**config.mk**
```make
export PLATFORM = sky130hd
export DESIGN_NAME = rv32i_mtimer
export DESIGN_NICKNAME = d
export VERILOG_FILES = /design/src/rtl/rv32i_mtimer.sv
export SDC_FILE = /design/constraint.sdc
export NUM_CORES = 1
export LEC_CHECK = 0
export CAP_MARGIN = 10
export CELL_PAD_IN_SITES_DETAIL_PLACEMENT = 1
export CELL_PAD_IN_SITES_GLOBAL_PLACEMENT = 1
export CORE_MARGIN = 2
export CORE_UTILIZATION = 41
export CTS_CLUSTER_DIAMETER = 200
export DETAILED_ROUTE_END_ITERATION = 8
export PLACE_DENSITY = 0.8
export SLEW_MARGIN = 30
export SYNTH_ARGS = -nofsm -noshare
export SYNTH_HDL_FRONTEND = slang
export SYNTH_SLANG_ARGS = --single-unit
```
**constraint.sdc**
```tcl
create_clock -name clk -period 2.55 [get_ports clk]
set_clock_uncertainty 0.2 [all_clocks]
set_input_delay 0.255 -clock clk [delete_from_list [all_inputs] [get_ports clk]]
set_output_delay 0.255 -clock clk [all_outputs]
set_load 0.01 [all_outputs]
```
**src/rtl/rv32i_mtimer.sv**
```systemverilog
// rv32i_mtimer: 48-bit machine timer with a programmable prescaler, a
// memory-mapped register window, a low-word-read shadow that makes 48-bit
// reads coherent, and the MTIP level consumed by the CSR file.
//
// Bus handshake: a request is taken on a clk edge where bus_valid=1 and
// bus_ready=0. bus_ready is then high for exactly one cycle, and bus_rdata
// is valid only in that cycle (it reads 0 for writes and at all other times).
// The master holds the request until it sees ready. A request that is still
// presented in the ready cycle is taken on the following edge.
module rv32i_mtimer #(
    parameter int unsigned TICK_DIV   = 10,
    parameter int unsigned TICK_CNT_W = 16
) (
    input  logic        clk,
    input  logic        rst_n,
    input  logic        bus_valid,
    input  logic        bus_we,
    input  logic [3:0]  bus_addr,
    input  logic [31:0] bus_wdata,
    output logic [31:0] bus_rdata,
    output logic        bus_ready,
    output logic [47:0] mtime,
    output logic        timer_interrupt
);

    localparam logic [1:0] REG_MTIME_LO = 2'd0;
    localparam logic [1:0] REG_MTIME_HI = 2'd1;
    localparam logic [1:0] REG_CMP_LO   = 2'd2;
    localparam logic [1:0] REG_CMP_HI   = 2'd3;

    localparam logic [TICK_CNT_W-1:0] PRESC_LAST = TICK_CNT_W'(TICK_DIV - 1);
    localparam logic [TICK_CNT_W-1:0] PRESC_ONE  = TICK_CNT_W'(1);

    logic [TICK_CNT_W-1:0] presc_q,  presc_d;
    logic [47:0]           mtime_q,  mtime_d;
    logic [47:0]           cmp_q,    cmp_d;
    logic [15:0]           shadow_q, shadow_d;
    logic [31:0]           rdata_q,  rdata_d;
    logic                  ready_q,  ready_d;
    logic                  irq_q,    irq_d;

    logic       accept;
    logic       wr_en;
    logic       rd_en;
    logic [1:0] word_sel;
    logic       unused_addr_lsbs;

    // Byte-lane bits of the offset carry no meaning in this word-only window.
    assign unused_addr_lsbs = ^bus_addr[1:0];

    assign accept   = bus_valid && !ready_q;
    assign wr_en    = accept && bus_we;
    assign rd_en    = accept && !bus_we;
    assign word_sel = bus_addr[3:2];

    // Prescaler and mtime: a software write to either mtime half wins over
    // the tick on the same edge and restarts the prescaler from 0.
    always_comb begin
        presc_d = presc_q + PRESC_ONE;
        mtime_d = mtime_q;
        if (presc_q == PRESC_LAST) begin
            presc_d = '0;
            mtime_d = mtime_q + 48'd1;
        end
        if (wr_en && (word_sel == REG_MTIME_LO)) begin
            presc_d = '0;
            mtime_d = {mtime_q[47:32], bus_wdata};
        end else if (wr_en && (word_sel == REG_MTIME_HI)) begin
            presc_d = '0;
            mtime_d = {bus_wdata[15:0], mtime_q[31:0]};
        end
    end

    // Compare register, read shadow and the registered read response.
    always_comb begin
        cmp_d    = cmp_q;
        shadow_d = shadow_q;
        rdata_d  = 32'd0;
        ready_d  = accept;
        irq_d    = (mtime_q >= cmp_q);
        if (wr_en) begin
            case (word_sel)
                REG_MTIME_HI: shadow_d = bus_wdata[15:0];
                REG_CMP_LO:   cmp_d    = {cmp_q[47:32], bus_wdata};
                REG_CMP_HI:   cmp_d    = {bus_wdata[15:0], cmp_q[31:0]};
                default:      cmp_d    = cmp_q;
            endcase
        end
        if (rd_en) begin
            case (word_sel)
                REG_MTIME_LO: begin
                    rdata_d  = mtime_q[31:0];
                    shadow_d = mtime_q[47:32];
                end
                REG_MTIME_HI: rdata_d = {16'd0, shadow_q};
                REG_CMP_LO:   rdata_d = cmp_q[31:0];
                default:      rdata_d = {16'd0, cmp_q[47:32]};
            endcase
        end
    end

    // State registers; reset discards any access in flight.
    always_ff @(posedge clk) begin
        if (!rst_n) begin
            presc_q  <= '0;
            mtime_q  <= 48'd0;
            cmp_q    <= 48'hFFFF_FFFF_FFFF;
            shadow_q <= 16'd0;
            rdata_q  <= 32'd0;
            ready_q  <= 1'b0;
            irq_q    <= 1'b0;
        end else begin
            presc_q  <= presc_d;
            mtime_q  <= mtime_d;
            cmp_q    <= cmp_d;
            shadow_q <= shadow_d;
            rdata_q  <= rdata_d;
            ready_q  <= ready_d;
            irq_q    <= irq_d;
        end
    end

    assign bus_rdata       = rdata_q;
    assign bus_ready       = ready_q;
    assign mtime           = mtime_q;
    assign timer_interrupt = irq_q;

endmodule

```
==> flow_summary_export.csv, run 1 <==
group,metric,value,unit
run_status,status,"finished clean",
timing,fmax,398,MHz
global_routing,top_usage_layer,"met2",
min_path,hold_path_class,"primary input to flop",
power,p_int,4.66,mW
synth,netlist-cell-type-count,55,
floorplanning,die-area,21200,um2
detailed_routing,via_per_inst,5.78,
global_routing,overflow,0,
synth,synth_flop_cell,"dfxtp_1",
place,post-dp-hpwl,19.9,mm
setup_path,crit_required,2.67,ns
setup_path,startpoint_type,"flop",
synth,muxShareOfSynthArea,6.71,%
timing,worst_hold_slack,0.148,ns
power,leakagePower,4.58,nW
place,post-place-cells,1345,
detailed_routing,drt_iter0_drc,418,
power,switching_share,23.9,%
timing,report.final.slew_viol_count,0,
run,drv_cap,0,
global_routing,met1_usage,33.8,%
synth,syn_inst,938,
floorplanning,dieHeight,146,um
synth,seq_area_frac_synth,39.4,%
timing,slew_headroom,51.4,%
place,io_buffer_count,119,
detailed_routing,drt-total-wl,28.8,mm
power,power.total,6.12,mW
power,power_density,563,nW/um2
synth,synth_top_area_cell,"dfxtp_1",
global_routing,grt_max_degree,81,
timing,final_hold_viol_count,0,
setup_path,path_class,"flop to flop",
global_routing,grt_usage,27.3,%
clocking,cts_buffers,17,
setup_path,worstSetupEndpoint,"timer_interrupt$_SDFF_PN0_",
setup_path,r2r_start,"mtime[9]$_SDFFE_PN0P_",
setup_path,reg2reg_to,"timer_interrupt$_SDFF_PN0_",
floorplanning,num_rows,51,
timing,setup_ws,0.0343,ns
synth,synth-compound-area-share,16.3,%
layout,layout.nets,1190,
detailed_routing,vias,7961,
power,ir_drop,0.000486,V
clocking,tritoncts,"done",
setup_path,end_kind,"flop",
setup_path,reg2reg_slack,0.03,ns
setup_path,startpoint,"mtime[9]$_SDFFE_PN0P_",
setup_path,ff2ff_path_depth,7,
timing,finalCritPeriodShare,98.7,%
detailed_routing,ant_nets,0,
timing,worstMarginPinSlew,0.730,ns
global_routing,antenna_found_initial,0,
global_routing,global_route.usage.met3,5.45,%
synth,async_flop_share,0,%
synth,synth_top_area_share,39.4,%
synth,synth_area_per_cell,8.77,um2
global_routing,grt_pass1_wl,46.3,mm
synth,synth_top_family_by_area,"simple AND/OR/NAND/NOR gates",
power,pwr-share-comb,10.2,%
power,power.switching,1.46,mW
floorplanning,ios,122,
synth,synth_common_cells,"162 x dfxtp_1, 113 x nand2_1, 84 x nor2_1",
synth,synth_simple_gate_area_share,20.3,%
timing,rsz0062_at_grt,"false",
synth,synthTopCellsByArea,"dfxtp_1 39%, ha_1 7.8%, nand2_1 5.2%",
clocking,post_cts_buffers,0,
detailed_routing,post_drt_wl_per_cell,20.9,um
floorplanning,start_util,42.0,%
place,dp_slack,-0.0468,ns
timing,setup_viol,0,
clocking,clk_path_buf_depth,2,
layout,finalNonFillerCells,1377,
clocking,cts_sinks,162,
synth,syn_nets,1029,
power,p_clk_share,46.4,%
synth,synth_xor_area_share,4.36,%
synth,ys_ff_latch,162,
layout,num_antenna_cells,0,
setup_path,crit_path_max_fanout,4,
setup_path,cp.arrival,2.63,ns
clocking,clk_pin_slew_worst_paths,0.06,ns
layout,area_growth,32.2,%
synth,syn-cell-area,8230,um2
layout,drive_gt1_share,12.4,%
power,power.share.sequential,43.4,%
global_routing,grt_pass1_vias,8455,
synth,yosysWarnings,0,
place,place.gp.congestion,0.847,
detailed_routing,dr.pass1.iters,5,
synth,synth-adder-area-share,7.75,%
floorplanning,dieWidth,146,um
floorplanning,core,19600,um2
synth,synth_most_common_cell,"dfxtp_1",
global_routing,use_met2,47.0,%
clocking,insertion_delay,0.44,ns
timing,period_needed,2.52,ns
synth,synth_edf_count,0,
clocking,htree_levels,4,
clocking,root_buffer,"clkbuf_16",
detailed_routing,drcViolationCount,0,
-- flip-flops by register name, summed over array words and instances (netlist names) --
name,flops
cmp_q,48
mtime,48
bus_rdata,32
presc_q,16
shadow_q,16
bus_ready,1
timer_interrupt,1
-- through the flow --
| stage | area, um2 | TNS (ns) | util, % |
|---|---|---|---|
| finish | 10900 | 0 | 55.5 |
| global route | 10900 | 0 | 55.5 |
| CTS | 10900 | 0 | 55.5 |
| detailed placement | 10200 | -0.113 | 52.1 |
| global placement | 10200 | 0 | 52.1 |
| floorplan | 8230 | 0 | - |
-- cells by family (layout without fill, tap and decap cells) --
family,after synthesis,count (layout)
adder cells (fa/ha/maj),51,51
AO/OA/AOI/OAI,203,203
XOR/XNOR,41,41
AND/OR/NAND/NOR,336,336
multiplexers,35,35
buffers and inverters,110,284
flip-flops,162,162
-- routing by layer --
| layer | part of all wire [%] | up-vias | wire length, um |
|---|---|---|---|
| li1 | - | 3680 | - |
| met1 | 43 | 3995 | 12500 |
| met2 | 49 | 233 | 14100 |
| met3 | 4.6 | 53 | 1340 |
| met4 | 2.9 | 0 | 829 |
| met5 | 0 | - | 0 |
-- how the worst min path moves through the flow --
stage	from	endpoint	cells after the start
finish	rst_n	cmp_q[18]$_SDFFE_PN1P_	3
global route	rst_n	cmp_q[26]$_SDFFE_PN1P_	3
CTS	rst_n	cmp_q[0]$_SDFFE_PN1P_	3
detailed placement	shadow_q[5]$_SDFF_PN0_	shadow_q[5]$_SDFF_PN0_	2
global placement	shadow_q[5]$_SDFF_PN0_	shadow_q[5]$_SDFF_PN0_	2
floorplan	bus_wdata[0]	cmp_q[0]$_SDFFE_PN1P_	2
-- cell type report --
class	count	area (um2)
multi-input combinational	666	4600
tap	265	332
clock inverter	10	181
fill	2295	8710
timing repair buffer	195	1850
sequential	162	3240
clock buffer	22	454
inverter	57	214
-- power groups by stage --
stage               sequential (mW)  combinational (mW)  clock [mW]
detailed placement             2.71               0.611           0
CTS                            2.65               0.621        2.86
floorplan                      2.73               0.268           0
global placement               2.71               0.591           0
global route                   2.66               0.672        2.98
finish                         2.65               0.623        2.84
-- placed cells by master (no fill, tap or decap), types with 27 or more instances in the layout --
master	count
a21oi_1	48
buf_4	68
clkdlybuf4s50_1	117
dfxtp_1	162
ha_1	51
inv_1	57
nand2_1	113
nand4_1	27
nor2_1	82
o211ai_1	50
o21ai_0	35
-- critical path: stages (launching register included) --
cell and delay [ns]:
dfxtp_1 0.43, ha_1 0.30, a21oi_1 0.14, o21ai_0 0.16, a2111oi_0 0.55, a21oi_1 0.24, o221ai_1 0.28, nand2_1 0.09
-- repair_timing --
action / 4_1_cts / 5_1_grt
gates cloned: 0 / 0
hold buffers: 0 / 0
pin swaps: 0 / 1
gates resized for setup: 2 / 2
endpoints found under the setup margin: 4 / 7
Note: power is estimated with default switching activity, not from simulation.
==> run 2, diff against run 1 <==
--- a/config.mk
+++ b/config.mk
@@ -12,6 +12,7 @@
 export CORE_UTILIZATION = 41
 export CTS_CLUSTER_DIAMETER = 200
 export DETAILED_ROUTE_END_ITERATION = 8
+export GPL_TIMING_DRIVEN = 0
 export PLACE_DENSITY = 0.8
 export SLEW_MARGIN = 30
 export SYNTH_ARGS = -nofsm -noshare
==> run 2 against run 1 <==
  * The run now ends with negative setup slack left
  * Final cell count is 1.1% lower
  * Via count is 1.4% higher
  * Clock power is 13% lower
  * Critical endpoint unchanged
  * Highest routed layer unchanged
==> flow_summary_export.csv, run 2 (synthesized netlist as in run 1, its figures left out) <==
group,metric,value,unit
timing,fmax,386,MHz
power,ir_drop,0.000483,V
layout,drive_gt1_share,10.0,%
detailed_routing,via_per_inst,5.93,
floorplanning,die-area,21200,um2
floorplanning,num_rows,51,
place,place.gp.congestion,0.933,
detailed_routing,post_drt_wl_per_cell,22.3,um
detailed_routing,drt-total-wl,30.4,mm
place,post-dp-hpwl,21.7,mm
detailed_routing,vias,8072,
power,power.total,5.73,mW
setup_path,ff2ff_path_depth,7,
floorplanning,ios,122,
clocking,htree_levels,4,
min_path,worstHoldEndpoint,"bus_rdata[1]$_SDFF_PN0_",
setup_path,reg2reg_slack,-0.04,ns
setup_path,crit_path_max_fanout,6,
min_path,hold_path_class,"primary input to flop",
place,postPlaceCellArea,9730,um2
detailed_routing,drcViolationCount,0,
timing,finalCritPeriodShare,102,%
timing,report.final.slew_viol_count,0,
timing,final_hold_viol_count,0,
clocking,root_buffer,"clkbuf_16",
layout,layout.nets,1176,
timing,rsz0062_at_grt,"true",
detailed_routing,ant_nets,0,
setup_path,reg2reg_to,"timer_interrupt$_SDFF_PN0_",
place,io_buffer_count,117,
detailed_routing,dr.pass1.iters,7,
global_routing,grt_usage,28.1,%
layout,layout_commonest_cell,"dfxtp_1",
timing,setup_ws,-0.0434,ns
global_routing,grt_pass1_wl,46.3,mm
timing,fin_tns_setup,-0.0434,ns
clocking,hold_buffers,0,
run,drv_cap,0,
global_routing,overflow,0,
setup_path,end_kind,"flop",
min_path,whs_path_depth,3,
layout,utilization,53.8,%
floorplanning,dieHeight,146,um
power,power_density,544,nW/um2
layout,fillCellCount,2296,
power,leakagePower,4.25,nW
clocking,tritoncts,"done",
detailed_routing,drt_iter0_drc,607,
global_routing,grt_pass1_vias,8088,
floorplanning,start_util,42.0,%
layout,final_design_area_no_fill,10500,um2
floorplanning,core,19600,um2
floorplanning,dieWidth,146,um
setup_path,startpoint_type,"flop",
layout,final_cell_mix,"148 x dfxtp_1, 117 x clkdlybuf4s50_1, 113 x nand2_1, 81 x nor2_1, 56 x inv_1",
run_status,violations,"negative setup slack",
min_path,min-delay-start,"bus_addr[3]",
setup_path,crit_required,2.64,ns
timing,period_needed,2.59,ns
clocking,insertion_delay,0.44,ns
timing,worstMarginPinSlew,0.919,ns
timing,setup_viol,1,
setup_path,path_class,"flop to flop",
layout,area_growth,28.1,%
run_status,status,"finished with violations",
clocking,clk_path_buf_depth,2,
global_routing,grt_max_degree,17,
setup_path,cp.arrival,2.69,ns
setup_path,r2r_start,"mtime[33]$_SDFFE_PN0P_",
clocking,cts_sinks,162,
clocking,clk_pin_slew_worst_paths,0.07,ns
global_routing,antenna_found_initial,0,
timing,slew_headroom,38.7,%
clocking,cts_buffers,17,
## run 2: metal layers
metal,vias to the layer above,wire length (um),share of wire (%),global-route usage [%]
li1,3659,-,-,-
met2,359,14400,47,46.8
met4,0,914,3.0,11.0
met3,58,1910,6.3,4.51
met1,3996,13200,44,36.6
met5,-,0,0,0
## run 2: repair_timing
item                                    CTS  global route
endpoints found under the setup margin   73            69
setup buffers                             5             5
cloned                                    0             1
pin swaps                                 3             7
resized for setup                        25            35
hold endpoints to repair                  0             0
## run 2: how the worst max path moves through the flow
stage                                      start                    endpoint  slack (ns)  cells after the start
after global routing       presc_q[1]$_SDFF_PP0_      mtime[44]$_SDFFE_PN0P_       -0.07                      9
after floorplan            presc_q[0]$_SDFF_PP0_      mtime[34]$_SDFFE_PN0P_        0.17                      8
final                     mtime[33]$_SDFFE_PN0P_  timer_interrupt$_SDFF_PN0_       -0.04                      7
after CTS                 mtime[24]$_SDFFE_PN0P_      mtime[44]$_SDFFE_PN0P_       -0.03                      6
after global placement                    bus_we      mtime[45]$_SDFFE_PN0P_       -0.78                      8
after detailed placement                  bus_we      mtime[45]$_SDFFE_PN0P_       -0.78                      8
## run 2: power breakdown
| group | switching (mW) | internal, mW | total, mW |
|---|---|---|---|
| Sequential | 0.0826 | 2.61 | 2.69 |
| Clock | 1.10 | 1.38 | 2.48 |
| Combinational | 0.312 | 0.256 | 0.568 |
## run 2: critical path, stage by stage (launching register included)
cell	delay, ns
dfxtp_1	0.48
ha_1	0.30
a21o_1	0.19
a21o_1	0.18
a21oi_1	0.25
o21ai_0	0.15
a221oi_1	0.56
nand2_1	0.14
## run 2: area by class of cell
type / instances / area, um2 / area share (%)
antenna: 1 / 2.50 / 0.0237
buffer: 53 / 224 / 2.13
clock buffer: 20 / 457 / 4.33
clock inverter: 10 / 87.6 / 0.831
inverter: 57 / 214 / 2.03
multi-input combinational: 667 / 4710 / 44.7
sequential: 162 / 3270 / 31.0
tap: 265 / 332 / 3.15
timing repair buffer: 127 / 1250 / 11.9
## run 2: metrics by stage
| stage | instances | worst slack (ns) | hold slack, ns |
|---|---|---|---|
| finish | 1362 | -0.0434 | 0.182 |
| detailed placement | 1320 | -0.779 | 0.277 |
| floorplan | 938 | 0.173 | 0.183 |
| global placement | 1320 | -0.781 | 0.268 |
| global route | 1361 | -0.0749 | 0.205 |
| CTS | 1355 | -0.0277 | 0.174 |
